[config.mk]
export PLATFORM = sky130hd
export DESIGN_NAME = compound_responder
export DESIGN_NICKNAME = d
export VERILOG_FILES = /design/src/rtl/compound_responder.sv
export SDC_FILE = /design/constraint.sdc
export NUM_CORES = 1
export LEC_CHECK = 0
export ABC_CLOCK_PERIOD_IN_PS = 8500
export CAP_MARGIN = 10
export CORE_MARGIN = 8
export CORE_UTILIZATION = 40
export CTS_CLUSTER_SIZE = 30
export DETAILED_ROUTE_END_ITERATION = 8
export MAX_ROUTING_LAYER = met4
export SYNTH_ARGS = -nofsm -noshare
export SYNTH_HDL_FRONTEND = slang
export SYNTH_SLANG_ARGS = --single-unit
[constraint.sdc]
create_clock -name clk -period 8.5 [get_ports clk]
set_input_delay 2.55 -clock clk [delete_from_list [all_inputs] [get_ports clk]]
set_output_delay 2.55 -clock clk [all_outputs]
set_load 0.01 [all_outputs]
[src/rtl/compound_responder.sv]
// Responder for CompoundType read/write transactions: two 32-bit slots,
// sequence-numbered record_t responses after a fixed EXEC latency.
module compound_responder #(
  parameter int unsigned LATENCY  = 2,
  parameter logic [31:0] SEQ_INIT = 32'h0000_0000
) (
  input  logic        clk,
  input  logic        rst,
  input  logic        req_valid,
  output logic        req_ready,
  input  logic        req_mode,
  input  logic [31:0] req_x,
  input  logic        req_y,
  output logic        rsp_valid,
  input  logic        rsp_ready,
  output logic [31:0] rsp_x,
  output logic [31:0] rsp_y
);

  localparam int unsigned DATA_W = 32;
  localparam logic [3:0]  LAT    = 4'(LATENCY);

  typedef enum logic [1:0] {IDLE, EXEC, RESP} state_t;

  state_t                    state;
  logic [3:0]                cnt;
  logic                      mode_p0;
  logic signed [DATA_W-1:0]  x_p0;
  logic                      y_p0;
  logic signed [DATA_W-1:0]  slots [2];
  logic [31:0]               seq;

  always_ff @(posedge clk or posedge rst) begin
    if (rst) begin
      state     <= IDLE;
      cnt       <= '0;
      mode_p0   <= 1'b0;
      x_p0      <= '0;
      y_p0      <= 1'b0;
      slots[0]  <= '0;
      slots[1]  <= '0;
      seq       <= SEQ_INIT;
      req_ready <= 1'b0;
      rsp_valid <= 1'b0;
      rsp_x     <= '0;
      rsp_y     <= '0;
    end else begin
      case (state)
        // Request capture: p0 registers hold the accepted transaction
        IDLE: begin
          if (req_valid && req_ready) begin
            req_ready <= 1'b0;
            mode_p0   <= req_mode;
            x_p0      <= req_x;
            y_p0      <= req_y;
            if (LATENCY > 0) begin
              state <= EXEC;
              cnt   <= LAT;
            end else begin
              state <= RESP;
            end
          end else begin
            req_ready <= 1'b1;
          end
        end
        // Latency stage: occupies exactly LATENCY cycles
        EXEC: begin
          cnt <= cnt - 4'd1;
          if (cnt == 4'd1) state <= RESP;
        end
        // Response stage: first cycle loads the record, then waits for rsp_ready
        RESP: begin
          if (!rsp_valid) begin
            rsp_valid <= 1'b1;
            rsp_y     <= seq;
            seq       <= seq + 32'd1;
            if (mode_p0) begin
              slots[y_p0] <= x_p0;
              rsp_x       <= x_p0;
            end else begin
              rsp_x <= slots[y_p0];
            end
          end else if (rsp_ready) begin
            rsp_valid <= 1'b0;
            req_ready <= 1'b1;
            state     <= IDLE;
          end
        end
        default: state <= IDLE;
      endcase
    end
  end

endmodule

[Yosys cells after proc, flatten, opt, wreduce, memory -nomap -nowiden]
Cells that the tools add are included.
Word-level totals
  output and inout bits: 66
  word-level logic and storage cells: 56
  bits of input ports: 38
  flip-flop bits (word level): 202
Operators by class
  bitwise logic cells: 2
  multiplexer cells: 20
  $add $sub $neg: 2
  $lt $le $gt $ge: 2
  equality and inequality tests: 7
  reduce and logical (&&, ||, !) cells: 11
Operators with widths (count)
  two-way mux 32 bit: 5
  bitwise mux 64 bit: 1
  adder 32 x 1 -> 32 bit, second input constant: 1
  demux 32 bit (select 1 bit): 1
  two-way mux 2 bit: 4
  != test 2 bit, second input constant: 4
  case mux 4 bit (2 select lines): 1
  case mux 2 bit (3 select lines): 1
  AND reduction 2 bit: 3
  AND reduction 3 bit: 2
  two-way mux 1 bit: 5
  equality test 4 x 1 -> 1 bit, second input constant: 1
  two-way mux 4 bit: 1
  AND reduction 4 bit: 1
  nonzero test 2 bit: 2
  subtractor 4 x 1 -> 4 bit, second input constant: 1
  equality test 2 x 1 -> 1 bit, second input constant: 1
  equality test 2 bit, second input constant: 1
  >= comparator 2 bit, second input constant: 1
  logical AND 1 bit: 2
  logical NOT 2 bit: 1
  < comparator 2 x 1 -> 1 bit, second input constant: 1
  NOT 1 -> 2 bit: 1
  case mux 1 bit (2 select lines): 1
  NOT 1 bit: 1

[Depth between registers and ports, before layout]
  depth after elaboration: 6
  mapped depth: 6

[Worst setup path after synthesis]
No wires, ideal clock.
  kind: in2reg
  start: in req_valid
  end: reg x_p0[10]
  setup slack: 4.801 ns
  arrival: 3.574 ns
  buffers on the path: 2
  data required time: 8.375 ns
  stages on the path: 4
  cells stage by stage: nor4bb_1 buf_2 buf_2 mux2_2
On the way
  cells in the longest elaborated chain, start to end: 2
Ends and longest elaborated chain
  start: declaration: RTL line 9  | input logic req_valid,
  logical AND 1 bit: RTL line 51  | if (req_valid && req_ready) begin
  AND reduction 2 bit (no source line)
  end signal: assignment: RTL line 54  | x_p0 <= req_x;
  end: declaration: RTL line 28  | logic signed [DATA_W-1:0] x_p0;
No other way between the ends.
A chain may end at the register's enable or synchronous reset.

==> metrics.md <==
| Metric | Value |
|---|---|
| Peak supply drop | 356 uV |
| Final Util | 0.501 |
| Die width | ~160 um |
| Clock Tree Buf Depth | 3 |
| Worst Hold Class | reg2reg |
| Crit share post-route | 0.478 |
| Hold Crit Depth | 1 |
| Cells after Synth | 722 |
| Number of synthesized register bits | around 200 |
| WHS Endpoint | seq[29] |
| Rows | 53 |
| Asr flop ratio synth | 1.00 |
| Clock Latency Late Sink | between 0.4 and 0.5 ns |
| Post-Syn Nets | 763 |
| Cell area after layout | approximately 10000 um2 |
| Ys Warns | 0 |
| Synth area leader | dfrtp_1 |
| Worst path required time | 9.00 ns |
| Final global-route overflow total | 0 |
| Reg power frac | 0.464 |
| Mapped Area | 8430 um2 |
| EDFF count, synth | 0 |
| GP Congestion | roughly 0.76 |
| Initial antenna violation count | 1 |
| NetSw | 0.888 mW |
| Most common flop cell mapped by yosys | dfrtp_1 |
| Vias | 5562 |
| Seq. cell area | 5060 um2 |
| Critical Path Sink Type | asynchronous set/reset pin |
| Initial Utilization | 0.405 |
| # fillers | 1883 |
| Final cell count without fillers | 1106 |
| Die Y | 161 um |
| Global-route wire length before repair | 29900 um |
| Iter 0 DRT Violations | ~260 |
| Fmax | 0.246 GHz |
| Final TNS setup | 0 ns |
| CTS H-tree depth | 1 |
| Most frequent cell after synthesis | dfrtp_1 |
| Synth top cells by count | 202 x dfrtp_1, 142 x nand2_1, 97 x mux2_2 |
| Fin crit period | 4.06 ns |
| Setup bufs post-CTS | 0 |
| Hold Buf Count CTS | 0 |
| CP startpoint kind | input pin |
| Die area | 26000 um2 |
| Logic pwr share | 0.224 |
| Largest net degree at the start of global routing | 145 |
| Arr. time, crit path | 4.56 ns |
| Status | finished, final reports clean |
| # clock sinks | ~200 |
| Synth top area share | 0.600 |
| Power Total | 3.01 mW |
| TritonCTS clock tree | done |
| Total track usage | 0.141 |
| Nets | 857 |
| Hold_sp | seq[29] |
| Antenna-violating nets left | 0 |
| DP Area | just under 10000 um2 |
| Core footprint | 20800 um2 |
| Flop2flop setup slack | 5.53 ns |
| Vias/cell | just over 5 |
| Hpwl dp | around 11000 um |
| Area of the multi-input gates | 3180 um2 |
| Cts bufs inserted | 22 |
| DRT Pass-1 Iters | 4 |
| Post-Place Cells | approximately 1100 |
| I/O Pins | roughly 100 |
| Unrepaired setup endpoints after global routing | false |
| Pwr/cell area | about 290 nW/um2 |
| Area delta synth->final | 23.7% |
| Worst r2r dst | slots[26] |
| Fraction of layout cells with a size suffix above 1 | 0.176 |
| Unique masters post-synth | 33 |
| Syn_area_per_cell | about 12 um2 |
| Reg-to-reg startpoint | y_p0 |
| Max Clock Skew | 0.00878 ns |
| Switching share of power | 0.295 |
| Vias in the first global route | 5919 |
| Crit Path Max Fanout | 144 |
| Clk pin slew, worst setup/hold paths | around 0.060 ns |
| Relative slew slack | 0.226 |
| CP Class | in2async |
| Routed WL per cell | 16.0 um |
| Worst reg2reg path depth | 2 |
| Final setup fails | 0 |
| Max Cap Viol | 0 |
| Port bufs | 103 |
| Seq/Total Area, Yosys | 0.600 |
| Internal power | 2.12 mW |
| Max Slew Vio Count | 0 |
| Static leakage | a little under 5 nW |
| Top area cells in the synthesized netlist | dfrtp_1 60%, mux2_2 13%, nand2_1 6.3% |
| Residual DRC count | 0 |
| Clock power frac | 0.311 |
| Final-report hold violation count | 0 |
| Cts repair resizes | 0 |
| DRT Wirelength | around 18000 um |
| Actual slew at the worst max-slew pin | between 1 and 1.5 ns |
| CTS root buffer | clkbuf_16 |
## cell type report
type,instances,area share
inverter,7,0.00324
multi-input combinational,474,0.305
antenna,1,0.000240
sequential,202,0.485
clock buffer,33,0.0646
clock inverter,5,0.00516
timing repair buffer,109,0.103
tap,275,0.0330
## sequential cells by signal, indices dropped and copies added (netlist names)
name and cells:
cnt 4, mode_p0 1, req_ready 1, rsp_valid 1, rsp_x 32, rsp_y 32, seq 32, slots 64
state 2, x_p0 32, y_p0 1
## stage by stage
step	hold WS [ns]	setup slack [ns]
5_1_grt	0.489	4.11
3_3_place_gp	0.459	3.89
3_5_place_dp	0.463	3.80
2_1_floorplan	0.445	0.439
6_report	0.470	4.44
4_1_cts	0.474	4.33
## power groups by stage
stage | clock, mW | sequential (mW) | combinational, mW
6_report | 0.938 | 1.40 | 0.676
5_1_grt | 1.00 | 1.43 | 0.750
4_1_cts | 0.965 | 1.40 | 0.690
3_5_place_dp | 0 | 1.41 | 0.689
3_3_place_gp | 0 | 1.40 | 0.662
2_1_floorplan | 0 | 1.33 | 0.509
## critical path, stage by stage
cell and delay (ns):
clkdlybuf4s50_1 0.49, inv_8 0.68, buf_4 0.74
## layout by cell type (no fill, tap or decap), types with 10 or more instances in the layout
master,synthesis,routed
a21oi_1,33,33
dfrtp_1,202,200
mux2i_1,32,32
clkbuf_16,0,23
xnor2_1,29,29
nor2_1,41,41
nand2_1,142,141
nand3_1,16,16
o21ai_0,42,42
nand4_1,10,10
mux2_2,97,97
clkdlybuf4s50_1,0,103
## logic make-up (layout without fill, tap and decap cells)
group	after synthesis	in the layout	share of synthesized area
XOR/XNOR	32	32	0.0333
AND/OR/NAND/NOR	233	233	0.122
AO/OA/AOI/OAI	76	76	0.0454
flip-flops	202	202	0.600
buffers and inverters	46	154	0.0260
adder cells (fa/ha/maj)	3	3	0.00445
multiplexers	130	130	0.169
other	0	1	0
## metal layers
metal	GRT usage	share of wire
met5	-	0
met4	0.0379	0.023
met3	0.0283	0.041
met2	0.229	0.48
met1	0.177	0.46
## how the worst max path moves through the flow
| stage | start | endpoint | cells past startpoint |
|---|---|---|---|
| 3_3_place_gp | rst | mode_p0 | 3 |
| 3_5_place_dp | rst | mode_p0 | 3 |
| 6_report | rst | y_p0 | 3 |
| 2_1_floorplan | rst | cnt[0] | 1 |
| 4_1_cts | rst | mode_p0 | 3 |
| 5_1_grt | rst | mode_p0 | 3 |
Note: power is estimated with default switching activity, not from simulation.
